<file path="src/rtl/image_stream_tx.sv">
// Output end of the filter pipeline: retransmits an unthrottled valid/pixel stream as a
// ready/valid stream with start-of-frame (m_tuser) and end-of-line (m_tlast) sideband.
// A show-ahead sync FIFO absorbs downstream stalls. On overflow the rest of the frame is
// dropped and the stream resynchronises at the next frame start.
module image_stream_tx #(
  parameter int unsigned FIFO_DEPTH = 64,
  parameter int unsigned CNT_W      = 7
) (
  input  logic             clk,
  input  logic             reset,
  input  logic [10:0]      img_width,
  input  logic [9:0]       img_height,
  input  logic             valid_i,
  input  logic [23:0]      img_data_i,
  output logic             m_tvalid,
  input  logic             m_tready,
  output logic [23:0]      m_tdata,
  output logic             m_tuser,
  output logic             m_tlast,
  output logic             overflow,
  output logic             frame_done,
  output logic [CNT_W-1:0] fifo_count
);

  localparam int unsigned AW = CNT_W - 1;

  typedef enum logic [0:0] {StStream, StDrop} state_e;

  state_e           state_q, state_d;
  logic [10:0]      x_q, x_d, w_q, w_d, w_eff;
  logic [9:0]       y_q, y_d, h_q, h_d, h_eff;
  logic [CNT_W-1:0] count_q, count_d;
  logic [AW-1:0]    wr_ptr_q, wr_ptr_d, rd_ptr_q, rd_ptr_d;
  logic             overflow_q, overflow_d;
  logic             frame_done_q, frame_done_d;
  logic [26:0]      mem_q [FIFO_DEPTH];

  logic             first, sof, eol, eof, full, wr_en, pop;
  logic [26:0]      wr_word, head;

  // Tag the incoming pixel from the pre-increment position; the frame's first pixel uses
  // the live geometry since that is the value being latched on the same cycle.
  always_comb begin
    first   = (x_q == 11'd0) && (y_q == 10'd0);
    w_eff   = first ? img_width  : w_q;
    h_eff   = first ? img_height : h_q;
    sof     = first;
    eol     = (x_q == w_eff - 11'd1);
    eof     = eol && (y_q == h_eff - 10'd1);
    wr_word = {eof, eol, sof, img_data_i};
  end

  // Position counters advance on every input pixel, stored or dropped.
  always_comb begin
    x_d = x_q;
    y_d = y_q;
    w_d = w_q;
    h_d = h_q;
    if (valid_i) begin
      if (first) begin
        w_d = img_width;
        h_d = img_height;
      end
      if (eol) begin
        x_d = 11'd0;
        y_d = (y_q == h_eff - 10'd1) ? 10'd0 : y_q + 10'd1;
      end else begin
        x_d = x_q + 11'd1;
      end
    end
  end

  // Stream/drop FSM; fullness uses the registered count only, so a same-cycle pop
  // never makes room for an incoming pixel.
  always_comb begin
    state_d    = state_q;
    wr_en      = 1'b0;
    overflow_d = overflow_q;
    full       = (count_q == CNT_W'(FIFO_DEPTH));
    if (valid_i) begin
      unique case (state_q)
        StStream: begin
          if (full) begin
            state_d    = StDrop;
            overflow_d = 1'b1;
          end else begin
            wr_en = 1'b1;
          end
        end
        StDrop: begin
          if (sof) begin
            if (full) begin
              overflow_d = 1'b1;
            end else begin
              wr_en   = 1'b1;
              state_d = StStream;
            end
          end
        end
        default: state_d = StStream;
      endcase
    end
  end

  // Show-ahead read side, pointer/count bookkeeping and the end-of-frame pulse.
  always_comb begin
    head         = mem_q[rd_ptr_q];
    m_tvalid     = (count_q != '0);
    m_tdata      = m_tvalid ? head[23:0] : 24'd0;
    m_tuser      = m_tvalid & head[24];
    m_tlast      = m_tvalid & head[25];
    pop          = m_tvalid && m_tready;
    rd_ptr_d     = pop   ? rd_ptr_q + AW'(1) : rd_ptr_q;
    wr_ptr_d     = wr_en ? wr_ptr_q + AW'(1) : wr_ptr_q;
    count_d      = count_q + CNT_W'(wr_en) - CNT_W'(pop);
    frame_done_d = pop && head[26];
    overflow     = overflow_q;
    frame_done   = frame_done_q;
    fifo_count   = count_q;
  end

  // Control state with asynchronous reset.
  always_ff @(posedge clk or posedge reset) begin
    if (reset) begin
      state_q      <= StStream;
      x_q          <= '0;
      y_q          <= '0;
      w_q          <= '0;
      h_q          <= '0;
      count_q      <= '0;
      wr_ptr_q     <= '0;
      rd_ptr_q     <= '0;
      overflow_q   <= 1'b0;
      frame_done_q <= 1'b0;
    end else begin
      state_q      <= state_d;
      x_q          <= x_d;
      y_q          <= y_d;
      w_q          <= w_d;
      h_q          <= h_d;
      count_q      <= count_d;
      wr_ptr_q     <= wr_ptr_d;
      rd_ptr_q     <= rd_ptr_d;
      overflow_q   <= overflow_d;
      frame_done_q <= frame_done_d;
    end
  end

  // FIFO storage; contents are don't-care while the count says empty.
  always_ff @(posedge clk) begin
    if (wr_en) begin
      mem_q[wr_ptr_q] <= wr_word;
    end
  end

endmodule

</file>
<file path="config.mk">
export PLATFORM = sky130hd
export DESIGN_NAME = image_stream_tx
export DESIGN_NICKNAME = d
export VERILOG_FILES = /design/src/rtl/image_stream_tx.sv
export SDC_FILE = /design/constraint.sdc
export NUM_CORES = 2
export LEC_CHECK = 0
export CORE_ASPECT_RATIO = 0.75
export CORE_MARGIN = 1
export CORE_UTILIZATION = 53
export CTS_CLUSTER_SIZE = 12
export DETAILED_ROUTE_END_ITERATION = 6
export PLACE_DENSITY = 0.72
export SETUP_SLACK_MARGIN = 0.4
export SLEW_MARGIN = 20
export SYNTH_ARGS = -nofsm -noshare
export SYNTH_HDL_FRONTEND = slang
export SYNTH_SLANG_ARGS = --single-unit
</file>
<file path="constraint.sdc">
create_clock -name clk -period 5.64 [get_ports clk]
set_input_delay 1.692 -clock clk [delete_from_list [all_inputs] [get_ports clk]]
set_output_delay 1.692 -clock clk [all_outputs]
set_load 0.01 [all_outputs]
</file>
Word-level counts from Yosys, hierarchy flattened
Memories as Yosys holds them, arrays and structs flattened.
Index checks and enable logic that the tools add are counted.
- reductions and logical operators: 9
- bitwise operators: 3
- mux-type cells: 17
- equal/unequal tests: 4
- add/subtract/negate cells: 8
- operator list (cell ; count):
    two-way mux 24 bit ; 1
    two-way mux 11 bit ; 2
    two-way mux 10 bit ; 2
    adder 6 x 1 -> 6 bit (second input constant) ; 2
    adder 11 x 1 -> 11 bit (second input constant) ; 1
    == test 11 bit ; 1
    zero test 11 bit ; 1
    subtractor 11 x 1 -> 11 bit (second input constant) ; 1
    adder 10 x 1 -> 10 bit (second input constant) ; 1
    == test 10 bit ; 1
    zero test 10 bit ; 1
    subtractor 10 x 1 -> 10 bit (second input constant) ; 1
    two-way mux 1 bit ; 9
    adder 7 x 1 -> 7 bit ; 1
    == test 7 bit (second input constant) ; 1
    nonzero test 7 bit ; 1
    subtractor 7 x 1 -> 7 bit ; 1
    case mux 1 bit (2 select lines) ; 3
    logical AND 1 bit ; 4
    AND reduction 2 bit ; 2
    AND 1 bit ; 2
    inequality test 2 bit (second input constant) ; 1
    NOT 1 bit ; 1
- bits in registers: 64
- memories: 1
- logic and storage cells: 52
- RAM bits: 1728
- output and inout bits: 36
- bits of input ports: 49
- memory list (name ; depth ; bits a word ; read ports ; clocked after Yosys merged registers in ; wr ports ; line ; text):
    mem_q ; 64 ; 27 ; 1 ; 0 ; 1 ; 36 ; logic [26:0] mem_q [FIFO_DEPTH];

Depth between registers and ports, before layout
- depth in word-level cells: 7
- depth in mapped cells: 21

Least setup slack after synthesis
No wires, ideal clock.
- kind: input to register
- start point: input img_width[0]
- end point: memory mem_q[0][26] (data pin)
- path slack: -88 ps
- path buffers: 1
- stages on the path: 10
- arrival: 5228 ps
- setup time: 499 ps
- required time: 5141 ps
- cell sequence: mux2i_1 ha_1 nor3b_1 nand2_1 mux2i_1 mux4_2 mux2i_1 nand4_2 clkbuf_1 nor2_1
- longest elaborated chain between the ends: 4
- RTL lines (item ; line ; text):
    start: declaration ; 11 ; input logic [10:0] img_width,
    two-way mux 11 bit ; n/a ;
    subtractor 11 x 1 -> 11 bit ; 48 ; eol = (x_q == w_eff - 11'd1);
    == test 11 bit ; 48 ;
    logical AND 1 bit ; 49 ; eof = eol && (y_q == h_eff - 10'd1);
    via eof ; 38 ; logic first, sof, eol, eof, full, wr_en, pop;
    end: declaration ; 36 ;
The timed path passes the listed nets, and every way through them passes these cells.

Worst setup path after layout
- start point: register rd_ptr_q[0]
- end point: output m_tdata[12]
- longest elaborated chain between the ends: 2
- RTL lines (item ; line ; text):
    start: declaration ; 33 ; logic [AW-1:0] wr_ptr_q, wr_ptr_d, rd_ptr_q, rd_ptr_d;
    start signal: assignment ; 143 ; rd_ptr_q <= rd_ptr_d;
    memory read (64 x 27 bit) ; n/a ;
    two-way mux 24 bit ; 109 ; m_tdata = m_tvalid ? head[23:0] : 24'd0;
    end: declaration ; 17 ; output logic [23:0] m_tdata,
No other way between the ends.

==> qor.yml <==
outcome:
  status: "finished, final reports clean"
flow_run:
  cap_violations: 0
critical_path:
  cp_num_buf_inv: 6
  critPathTopFamily: "multiplexers"
  path_common_cell: "mux4_2"
  worstSetupPathDepth: 10
  critPathKind: "flop to output pin"
  worstPathCellList: "buf_12 > buf_16 > buf_12 > buf_16 > buf_6 > mux4_2 > mux4_2 > mux4_2 > and2_4 > buf_6"
  max_stage_delay_ns: 0.63
  r2r_cells: 16
  worst_path_max_delay_cell: "mux4_2"
  rrSetupSlack_ns: 0.78
  worstSetupEndpointType: "output pin"
  cp_max_fo: 6
  required_ns: 3.95
  arrival_ns: 3.88
  startpoint_type: "flop"
sta:
  slew_viol_final: 0
  rsz0062_at_grt: "yes"
  skew_ns: 0.0304
  tns_ns: 0
  finalSetupViolCount: 0
  worstMarginPinSlew_ns: 1.14
  maxSlewHeadroom_pct: 24.2
  finalHoldViolations: 0
  fin_crit_sh_pct: 98.7
  fin_crit_ns: 5.57
  fmax_ghz: 0.180
routing:
  drc: 0
  avgRoutedWirePerCell_um: 33.6
  routed_wl_um: 175000
  num_vias: 34306
  drt-pass1-iter-count: 5
  ant_nets: 0
  drtIter0Drc: 4437
  routed_via_density: 6.60
synthesis:
  yosysTopAreaCell: "edfxtp_1"
  synth-seq-cells: 1792
  synth_cell_types: 75
  async_reset_ff_share_pct: 3.57
  ys_seq_area_share_pct: 76.2
  yosysTopAreaCellShare_pct: 73.9
  yosysWarnings: 0
  synth_area_mm2: 0.0702
  ys.flop_type: "edfxtp_1"
  ys_top_cells_by_area: "edfxtp_1 (74%), mux4_2 (18%), dfrtp_1 (2.3%)"
  synth_cells: 3029
  syn_nets: 3096
  syn-mean-instance-area_um2: 23.2
  synth_edf_count: 1728
floorplan:
  num_rows: 115
  io_pins: 85
  die_area_mm2: 0.134
  die_y_um: 317
  initial_core_util_pct: 53.5
  chipWidth_um: 422
  core_area_mm2: 0.131
layout:
  drive_gt1_share_pct: 34.9
  mostFrequentLayoutCell: "edfxtp_1"
  stdcell_area_mm2: 0.0813
  final_util_pct: 62.0
  most-common-layout-cells: "edfxtp_1 (1,728), mux4_2 (568), clkbuf_16 (183), buf_4 (154), nor2_4 (65)"
  final_nets: 3447
  area_growth_syn_to_layout_pct: 15.8
cts:
  clockBufferDepth: 3
  cts_tree: "done"
  insertion_delay_ns: 0.80
  cts_sinks: 1792
  cts_root_buf: "clkbuf_16"
  cts_max_level: 4
  cts_buffers: 172
  clkTransAtPathRegs_ns: 0.06
grt:
  met1_usage_pct: 36.7
  grt_usage_pct: 26.3
  grt_antenna_before_repair: 13
  grt.busiest_layer: "met2"
  grt_first_pass_wirelength_um: 249000
  use_met2_pct: 42.3
  grt_pass1_vias: 35125
  grt_use_met3_pct: 6.00
  grt_overflow_total: 0
  grt_max_degree: 96
hold_path:
  holdPathStages: 1
  worstHoldPathType: "flop to flop"
place:
  port-buffer-count: 84
  placed_area_mm2: 0.0744
  gp_congestion: 0.857
  hpwl_um: 94800
power_and_ir_drop:
  pwr_density_cell_mw_per_mm2: 470
  peakVddDrop_mv: 0.563
  leakagePower_nw: 25.5
[kinds of logic after synthesis]
kind of cell               share of synthesized area [%]
muxes                                               18.6
xor gates and xnor gates                           0.561
and+or+nand+nor                                     2.22
AOI/OAI and AO/OA                                   1.03
buffers and inverters                               1.02
DFF                                                 76.2
adders and majority gates                          0.331
[final cells by class]
| type | instances | area, um2 |
|---|---|---|
| timing repair inverter | 1 | 7.51 |
| sequential | 1792 | 53500 |
| clock inverter | 21 | 163 |
| multi-input combinational | 1053 | 16600 |
| timing repair buffer | 335 | 4200 |
| tap | 1755 | 2200 |
| antenna | 1 | 2.50 |
| fill | 8540 | 49900 |
| clock buffer | 217 | 4600 |
| inverter | 25 | 97.6 |
[Yosys cell counts (3+ instances only)]
cell type	n
edfxtp_1	1728
mux4_2	568
clkbuf_1	110
nor2_1	107
dfrtp_1	64
buf_1	42
nand2_1	36
xnor2_1	32
and2_1	28
inv_1	24
a21oi_1	22
o21ai_0	21
mux2_2	18
ha_1	17
nand4_1	17
nand3_1	15
xor2_1	13
o211ai_1	10
mux2i_1	9
nor2b_1	9
or3_1	9
nand3b_1	8
or4_1	8
a211oi_1	7
nand2b_1	7
o31ai_1	6
and3_1	5
nand4b_1	5
nor3_1	5
nor4_1	5
or2_2	5
a21o_1	4
buf_2	4
nor4_2	4
nor4b_1	3
o41ai_1	3
[where the power goes]
part	leakage, nW	internal (mW)	total, mW	switching, mW
registers	16.2	14.7	15.1	0.328
clock network	2.32	5.70	10.3	4.64
logic	7.02	6.91	12.8	5.92
[worst register-to-register path: stages (launching register included)]
cell and delay (ns):
dfrtp_1 0.44, inv_1 0.12, ha_1 0.19, nor4b_2 0.32, and4_1 0.54, nand2_4 0.23, mux2i_1 0.27, ha_1 0.28
nor3b_2 0.35, nand2_1 0.19, xnor2_1 0.17, mux4_2 0.49, mux2i_1 0.18, nand4_2 0.12, buf_4 0.23, or4_4 0.52
a21oi_2 0.15
[flip-flops by register name, indices dropped and copies added (netlist names)]
signal and count:
mem_q 1728, w_q 11, x_q 11, h_q 10, y_q 10, fifo_count 7, rd_ptr_q 6, wr_ptr_q 6
frame_done 1, overflow 1, state_q 1
[path summary, 6_finish.rpt]
path | start | end
hold reg to reg | overflow | overflow
setup / recovery | rd_ptr_q[0] | m_tdata[12]
setup reg to reg | y_q[0] | y_q[9]
max in group asynchronous | reset | y_q[0]
hold / removal | overflow | overflow
min in group asynchronous | reset | w_q[10]
[routing by layer]
| metal | wire length (um) | vias up |
|---|---|---|
| met5 | 57 | - |
| met4 | 4070 | 10 |
| met3 | 19400 | 292 |
| met2 | 84800 | 2040 |
| met1 | 66600 | 18356 |
| li1 | - | 13608 |
[what timing repair did]
item                                   in CTS  in global routing
cloned                                     25                  6
endpoints found under the hold margin       0                  0
setup endpoints to repair                  27                172
pin swaps                                   0                 12
setup buffers                              67                 12
hold buffers                                0                  0
gates resized for setup                   211                 50
[metrics by stage]
step,total power [mW],hold WS (ns),setup slack (ns),std cells
2_1_floorplan,21.9,0.460,0.583,3029
3_5_place_dp,26.0,0.491,0.264,4851
6_report,38.2,0.501,0.0718,5200
5_1_grt,39.4,0.505,0.0137,5200
3_3_place_gp,25.8,0.453,0.393,4851
4_1_cts,37.7,0.508,0.0297,5181
No activity file was read; power rests on OpenSTA's default activity.
